[src/rtl/uart_tx_arb.sv]
// uart_tx_arb: shares the UART transmit FIFO write port among NREQ byte
// requesters. Arbitration is round-robin. A requester keeps the port until it
// sends a byte flagged last, or until it has been idle for TMO cycles.
module uart_tx_arb #(
   parameter int unsigned NREQ = 3,
   parameter int unsigned TMO  = 1024
) (
   input  logic              clk,
   input  logic              rst_n,
   input  logic [NREQ-1:0]   req_valid,
   input  logic [8*NREQ-1:0] req_data,
   input  logic [NREQ-1:0]   req_last,
   output logic [NREQ-1:0]   req_ready,
   output logic [7:0]        tx_wdata,
   output logic              tx_wten,
   input  logic              tx_fifo_full,
   input  logic              tx_fifo_overrun,
   output logic              gnt_valid,
   output logic [2:0]        gnt_id,
   output logic              tmo_pulse,
   output logic              err_overrun
);

   typedef enum logic {ARB, LOCK} state_t;

   state_t      state, state_nxt;
   logic [2:0]  gnt_id_nxt;
   logic [2:0]  rr_ptr, rr_ptr_nxt;
   logic [2:0]  ptr_after_owner;
   logic [15:0] idle_cnt, idle_cnt_nxt;

   logic        owner_valid;
   logic        owner_last;
   logic [7:0]  owner_data;

   logic        pick_found;
   logic [2:0]  pick_id;

   logic        accept;
   logic        timeout;

   // Owner-side view: valid/last/data of the requester selected by gnt_id.
   always_comb begin
      owner_valid = 1'b0;
      owner_last  = 1'b0;
      owner_data  = '0;
      for (int unsigned i = 0; i < NREQ; i++) begin
         if (gnt_id == 3'(i)) begin
            owner_valid = req_valid[i];
            owner_last  = req_last[i];
            owner_data  = req_data[8*i +: 8];
         end
      end
   end

   // Round-robin pick: first valid requester at or after rr_ptr, wrapping.
   always_comb begin : rr_pick
      int unsigned idx;
      pick_found = 1'b0;
      pick_id    = '0;
      idx        = 0;
      for (int unsigned k = 0; k < NREQ; k++) begin
         idx = 32'(rr_ptr) + k;
         if (idx >= NREQ) begin
            idx = idx - NREQ;
         end
         if (!pick_found && req_valid[idx]) begin
            pick_found = 1'b1;
            pick_id    = 3'(idx);
         end
      end
   end

   // Pointer to the requester after the current owner, used on any release.
   always_comb begin
      ptr_after_owner = (gnt_id == 3'(NREQ - 1)) ? 3'd0 : gnt_id + 3'd1;
   end

   // Next-state, datapath steering and release/timeout decisions.
   always_comb begin
      state_nxt    = state;
      gnt_id_nxt   = gnt_id;
      rr_ptr_nxt   = rr_ptr;
      idle_cnt_nxt = idle_cnt;
      req_ready    = '0;
      tx_wten      = 1'b0;
      tx_wdata     = '0;
      tmo_pulse    = 1'b0;
      gnt_valid    = 1'b0;
      accept       = 1'b0;
      timeout      = 1'b0;

      case (state)
         ARB: begin
            if (pick_found) begin
               gnt_id_nxt   = pick_id;
               idle_cnt_nxt = '0;
               state_nxt    = LOCK;
            end
         end

         LOCK: begin
            gnt_valid = 1'b1;
            for (int unsigned i = 0; i < NREQ; i++) begin
               if (gnt_id == 3'(i)) begin
                  req_ready[i] = ~tx_fifo_full;
               end
            end
            accept  = owner_valid & ~tx_fifo_full;
            tx_wten = accept;
            if (accept) begin
               tx_wdata = owner_data;
            end

            // Timeout fires on the idle cycle that brings the count to TMO;
            // an accepted byte always has valid high, so it can never coincide.
            timeout = ~owner_valid && (idle_cnt >= 16'(TMO - 1));

            if (accept) begin
               idle_cnt_nxt = '0;
               if (owner_last) begin
                  state_nxt  = ARB;
                  rr_ptr_nxt = ptr_after_owner;
               end
            end else if (!owner_valid) begin
               if (idle_cnt != '1) begin
                  idle_cnt_nxt = idle_cnt + 16'd1;
               end
               if (timeout) begin
                  tmo_pulse  = 1'b1;
                  state_nxt  = ARB;
                  rr_ptr_nxt = ptr_after_owner;
               end
            end
         end

         default: begin
            state_nxt = ARB;
         end
      endcase
   end

   // State, grant, round-robin pointer and idle counter registers.
   always_ff @(posedge clk or negedge rst_n) begin
      if (!rst_n) begin
         state    <= ARB;
         gnt_id   <= '0;
         rr_ptr   <= '0;
         idle_cnt <= '0;
      end else begin
         state    <= state_nxt;
         gnt_id   <= gnt_id_nxt;
         rr_ptr   <= rr_ptr_nxt;
         idle_cnt <= idle_cnt_nxt;
      end
   end

   // Sticky overrun flag, cleared only by reset.
   always_ff @(posedge clk or negedge rst_n) begin
      if (!rst_n) begin
         err_overrun <= 1'b0;
      end else if (tx_fifo_overrun) begin
         err_overrun <= 1'b1;
      end
   end

endmodule

[config.mk]
export PLATFORM = sky130hd
export DESIGN_NAME = uart_tx_arb
export DESIGN_NICKNAME = d
export VERILOG_FILES = /design/src/rtl/uart_tx_arb.sv
export SDC_FILE = /design/constraint.sdc
export NUM_CORES = 1
export LEC_CHECK = 0
export CAP_MARGIN = 30
export CORE_AREA = 2 2 76 71
export DETAILED_ROUTE_END_ITERATION = 8
export DIE_AREA = 0 0 78 73
export PLACE_DENSITY = 0.84
export SLEW_MARGIN = 10
export SYNTH_ARGS = -nofsm -noshare
export SYNTH_HDL_FRONTEND = slang
export SYNTH_SLANG_ARGS = --single-unit
[constraint.sdc]
create_clock -name clk -period 2.9 [get_ports clk]
set_clock_uncertainty 0.2 [all_clocks]
set_input_delay 0.58 -clock clk [delete_from_list [all_inputs] [get_ports clk]]
set_output_delay 0.58 -clock clk [all_outputs]
set_load 0.03 [all_outputs]
==> flow_metrics.py <==
metrics = {
    "status": {
        "status": "completed",
    },
    "pwr": {
        "total_power_w": 0.00309,
        "p_clk_share_pct": 9.6,
        "intPower_w": 0.00165,
        "combinationalPowerShare_pct": 72.5,
        "p_leak_nw": 1.36,
        "p_per_area_nw_per_um2": 1000,
        "switching_power_w": 0.00144,
        "pwr-share-seq_pct": 17.8,
        "ir_drop_v": 0.000479,
        "swShare_pct": 46.7,
    },
    "routing": {
        "ant_nets": 0,
        "routed_via_density": 5.58,
        "first_pass_iters": 4,
        "drc": 0,
        "drt-initial-drc-count": 113,
        "vias": 2183,
        "wl_per_cell_um": 14.4,
        "finalWirelength_mm": 5.64,
    },
    "yosys": {
        "synth_ff_type": "dfrtp_1",
        "ys_warn_count": 0,
        "avgSynthCellArea_um2": 8.69,
        "synth_cell_types": 55,
        "synthCells": 246,
        "synthArstFlopShare_pct": 100,
        "yosysSeqAreaShare_pct": 28.1,
        "synth_nets": 289,
        "synth_area_um2": 2140,
        "ys_ff_latch": 24,
        "synth_edf_count": 0,
    },
    "worst_setup_path": {
        "timing.rr.end": "idle_cnt[12]",
        "worst_ep_required_time_ns": 2.12,
        "end_kind": "output pin",
        "arrival_ns": 2.01,
        "reg2reg_depth": 10,
        "startpoint": "gnt_id[0]",
        "reg2reg_slack_ns": 0.15,
        "critPathMaxFanout": 18,
        "cp_slowest_stage_delay_ns": 0.41,
        "cpMostUsedCell": "buf_4",
        "critPathLaunchType": "register",
        "cpMaxStageDelayCell": "or3_4",
        "path_cells": "buf_4, o2bb2ai_2, nand2_1, or3_4, buf_4, nor2_4, buf_4",
        "r2r-start": "rr_ptr[0]",
        "critPathKind": "register to output pin",
    },
    "floorplanning": {
        "initial_core_util_pct": 42.7,
        "core_area_um2": 5000,
        "core.rowCount": 25,
        "die_y_um": 73,
        "fp.dieW_um": 78,
        "dieArea_um2": 5690,
        "ios": 52,
    },
    "timing": {
        "worst_slew_pin_slew_ns": 0.605,
        "rsz0062_at_grt": "false",
        "final_min_period_over_clock_period_pct": 96.3,
        "hold_viol_final": 0,
        "relSlewSlack_pct": 59.7,
        "slew_viol_final": 0,
        "min_period_ns": 2.79,
        "timing.fmax_ghz": 0.358,
        "fin_setup_tns_ns": 0,
        "setup_viol": 0,
    },
    "global_route": {
        "grt_first_pass_wirelength_mm": 9.38,
        "grt_pass1_vias": 2059,
        "grt_max_degree": 25,
        "grt-ovfl-total": 0,
        "gr-usage-all-layers_pct": 20.2,
        "antenna_found_initial": 0,
    },
    "cts": {
        "ctsHoldBuffers": 0,
        "htree_levels": 1,
        "clk_path_buf_depth": 2,
        "cts_root_buf": "clkbuf_8",
        "cts_buffers": 3,
        "clk_pin_slew_ns": 0.09,
        "worstSkewPairLatency_ns": 0.28,
        "cts_tree": "built",
        "cts.sinks": 24,
    },
    "min_path": {
        "min_delay_worst_endpoint": "err_overrun",
        "min_path_cells": 1,
        "hold_path_class": "register to register",
        "min_from": "err_overrun",
    },
    "final_layout": {
        "final_common_cell": "buf_4",
        "nNetsFinal": 368,
        "syn2layout_area_growth_pct": 44.4,
        "diodes": 0,
        "stdcell_count": 391,
        "postLayoutCoreUtil_pct": 61.7,
        "drive_gt1_share_pct": 27.8,
        "mostFrequentLayoutCells": "buf_4 (46), clkdlybuf4s50_1 (35), nor2_1 (31)",
    },
    "place": {
        "dp.cells": 383,
        "place_congestion": 0.860,
        "portBuffers": 51,
        "hpwl_mm": 4.26,
    },
    "job": {
        "cap_violations": 0,
    },
}
-- sequential cells by signal, indices dropped and copies added (netlist names) --
signal / cells
idle_cnt: 16
gnt_id: 3
rr_ptr: 3
state: 1
err_overrun: 1
-- cells in the mapped netlist, types with 2 or more instances --
library cell	instances	area [um2]
ha_1	9	113
nor2_1	39	146
mux2_2	3	33.8
a211oi_1	2	15.0
nor4_1	3	18.8
nand2_1	21	78.8
a32o_1	2	20.0
buf_2	5	25.0
mux2i_1	15	150
and2_1	5	31.3
a2bb2oi_1	3	26.3
inv_1	8	30.0
nand4_1	5	31.3
a31oi_4	8	170
dfrtp_1	24	601
nor2b_1	2	12.5
o21ai_0	7	35.0
nand2b_1	5	31.3
and3_1	5	31.3
a21oi_1	20	100
clkbuf_1	5	18.8
o21ai_1	2	10.0
buf_1	2	7.51
nand3_1	6	30.0
a31oi_1	8	50.1
nor3_1	2	10.0
a21boi_0	2	15.0
-- power by group through the flow --
stage	registers [W]	logic (W)	clock network, W
6_report	0.000551	0.00224	0.000298
3_5_place_dp	0.000557	0.00213	0
5_1_grt	0.000570	0.00244	0.000316
4_1_cts	0.000551	0.00221	0.000305
3_3_place_gp	0.000549	0.00209	0
2_1_floorplan	0.000580	0.00143	0
-- logic make-up (layout without fill, tap and decap cells) --
group / Yosys count / count (layout) / synth area share (%)
adder cells (fa/ha/maj): 9 / 9 / 5.27
AO/OA/AOI/OAI: 70 / 70 / 28.7
AND/OR/NAND/NOR: 101 / 101 / 23.0
multiplexers: 19 / 19 / 9.66
buffers and inverters: 21 / 99 / 4.51
flip-flops: 24 / 24 / 28.1
XOR/XNOR: 2 / 2 / 0.820
-- layer usage --
metal / global-route usage [%] / wire length [um] / share of wire [%]
met1: 26.2 / 2450 / 44
met2: 35.2 / 2820 / 50
met3: 3.09 / 282 / 5.0
met4: 5.65 / 75 / 1.3
met5: 0 / 0 / 0
-- worst max-delay path, delay by kind of cell (launching register included) --
family	cells	cell delay (ns)
and+or+nand+nor	3	0.58
DFF	1	0.40
AOI/OAI and AO/OA	1	0.20
buffers and inverters	3	0.55
-- layout make-up --
cell class	count	area (um2)
clock inverters	1	30.0
well taps	67	83.8
multi-input cells	201	1530
repair buffers	87	768
clock buffers	3	41.3
inverters	8	30.0
flip-flops and latches	24	601
fillers	437	1920
-- stage by stage --
stage               instance area, um2  setup slack [ns]  hold WS (ns)
floorplan                         2210            0.0442        0.0844
CTS                               3070            0.0958         0.291
global route                      3090            0.0202         0.303
finish                            3090             0.108         0.291
detailed placement                2940            -0.242         0.259
global placement                  2940            -0.154         0.256
-- how the worst max path moves through the flow --
stage | to | depth (start not counted)
finish | tx_wdata[6] | 7
global route | gnt_id[1] | 10
CTS | tmo_pulse | 8
detailed placement | idle_cnt[12] | 9
global placement | idle_cnt[11] | 9
floorplan | tx_wdata[0] | 8
-- timing repair --
item / CTS / global route
setup endpoints to repair: 25 / 4
pin swaps: 3 / 0
setup buffers: 4 / 0
resized for setup: 8 / 3
hold endpoints to repair: 0 / 0
Note: power is estimated with default switching activity, not from simulation.
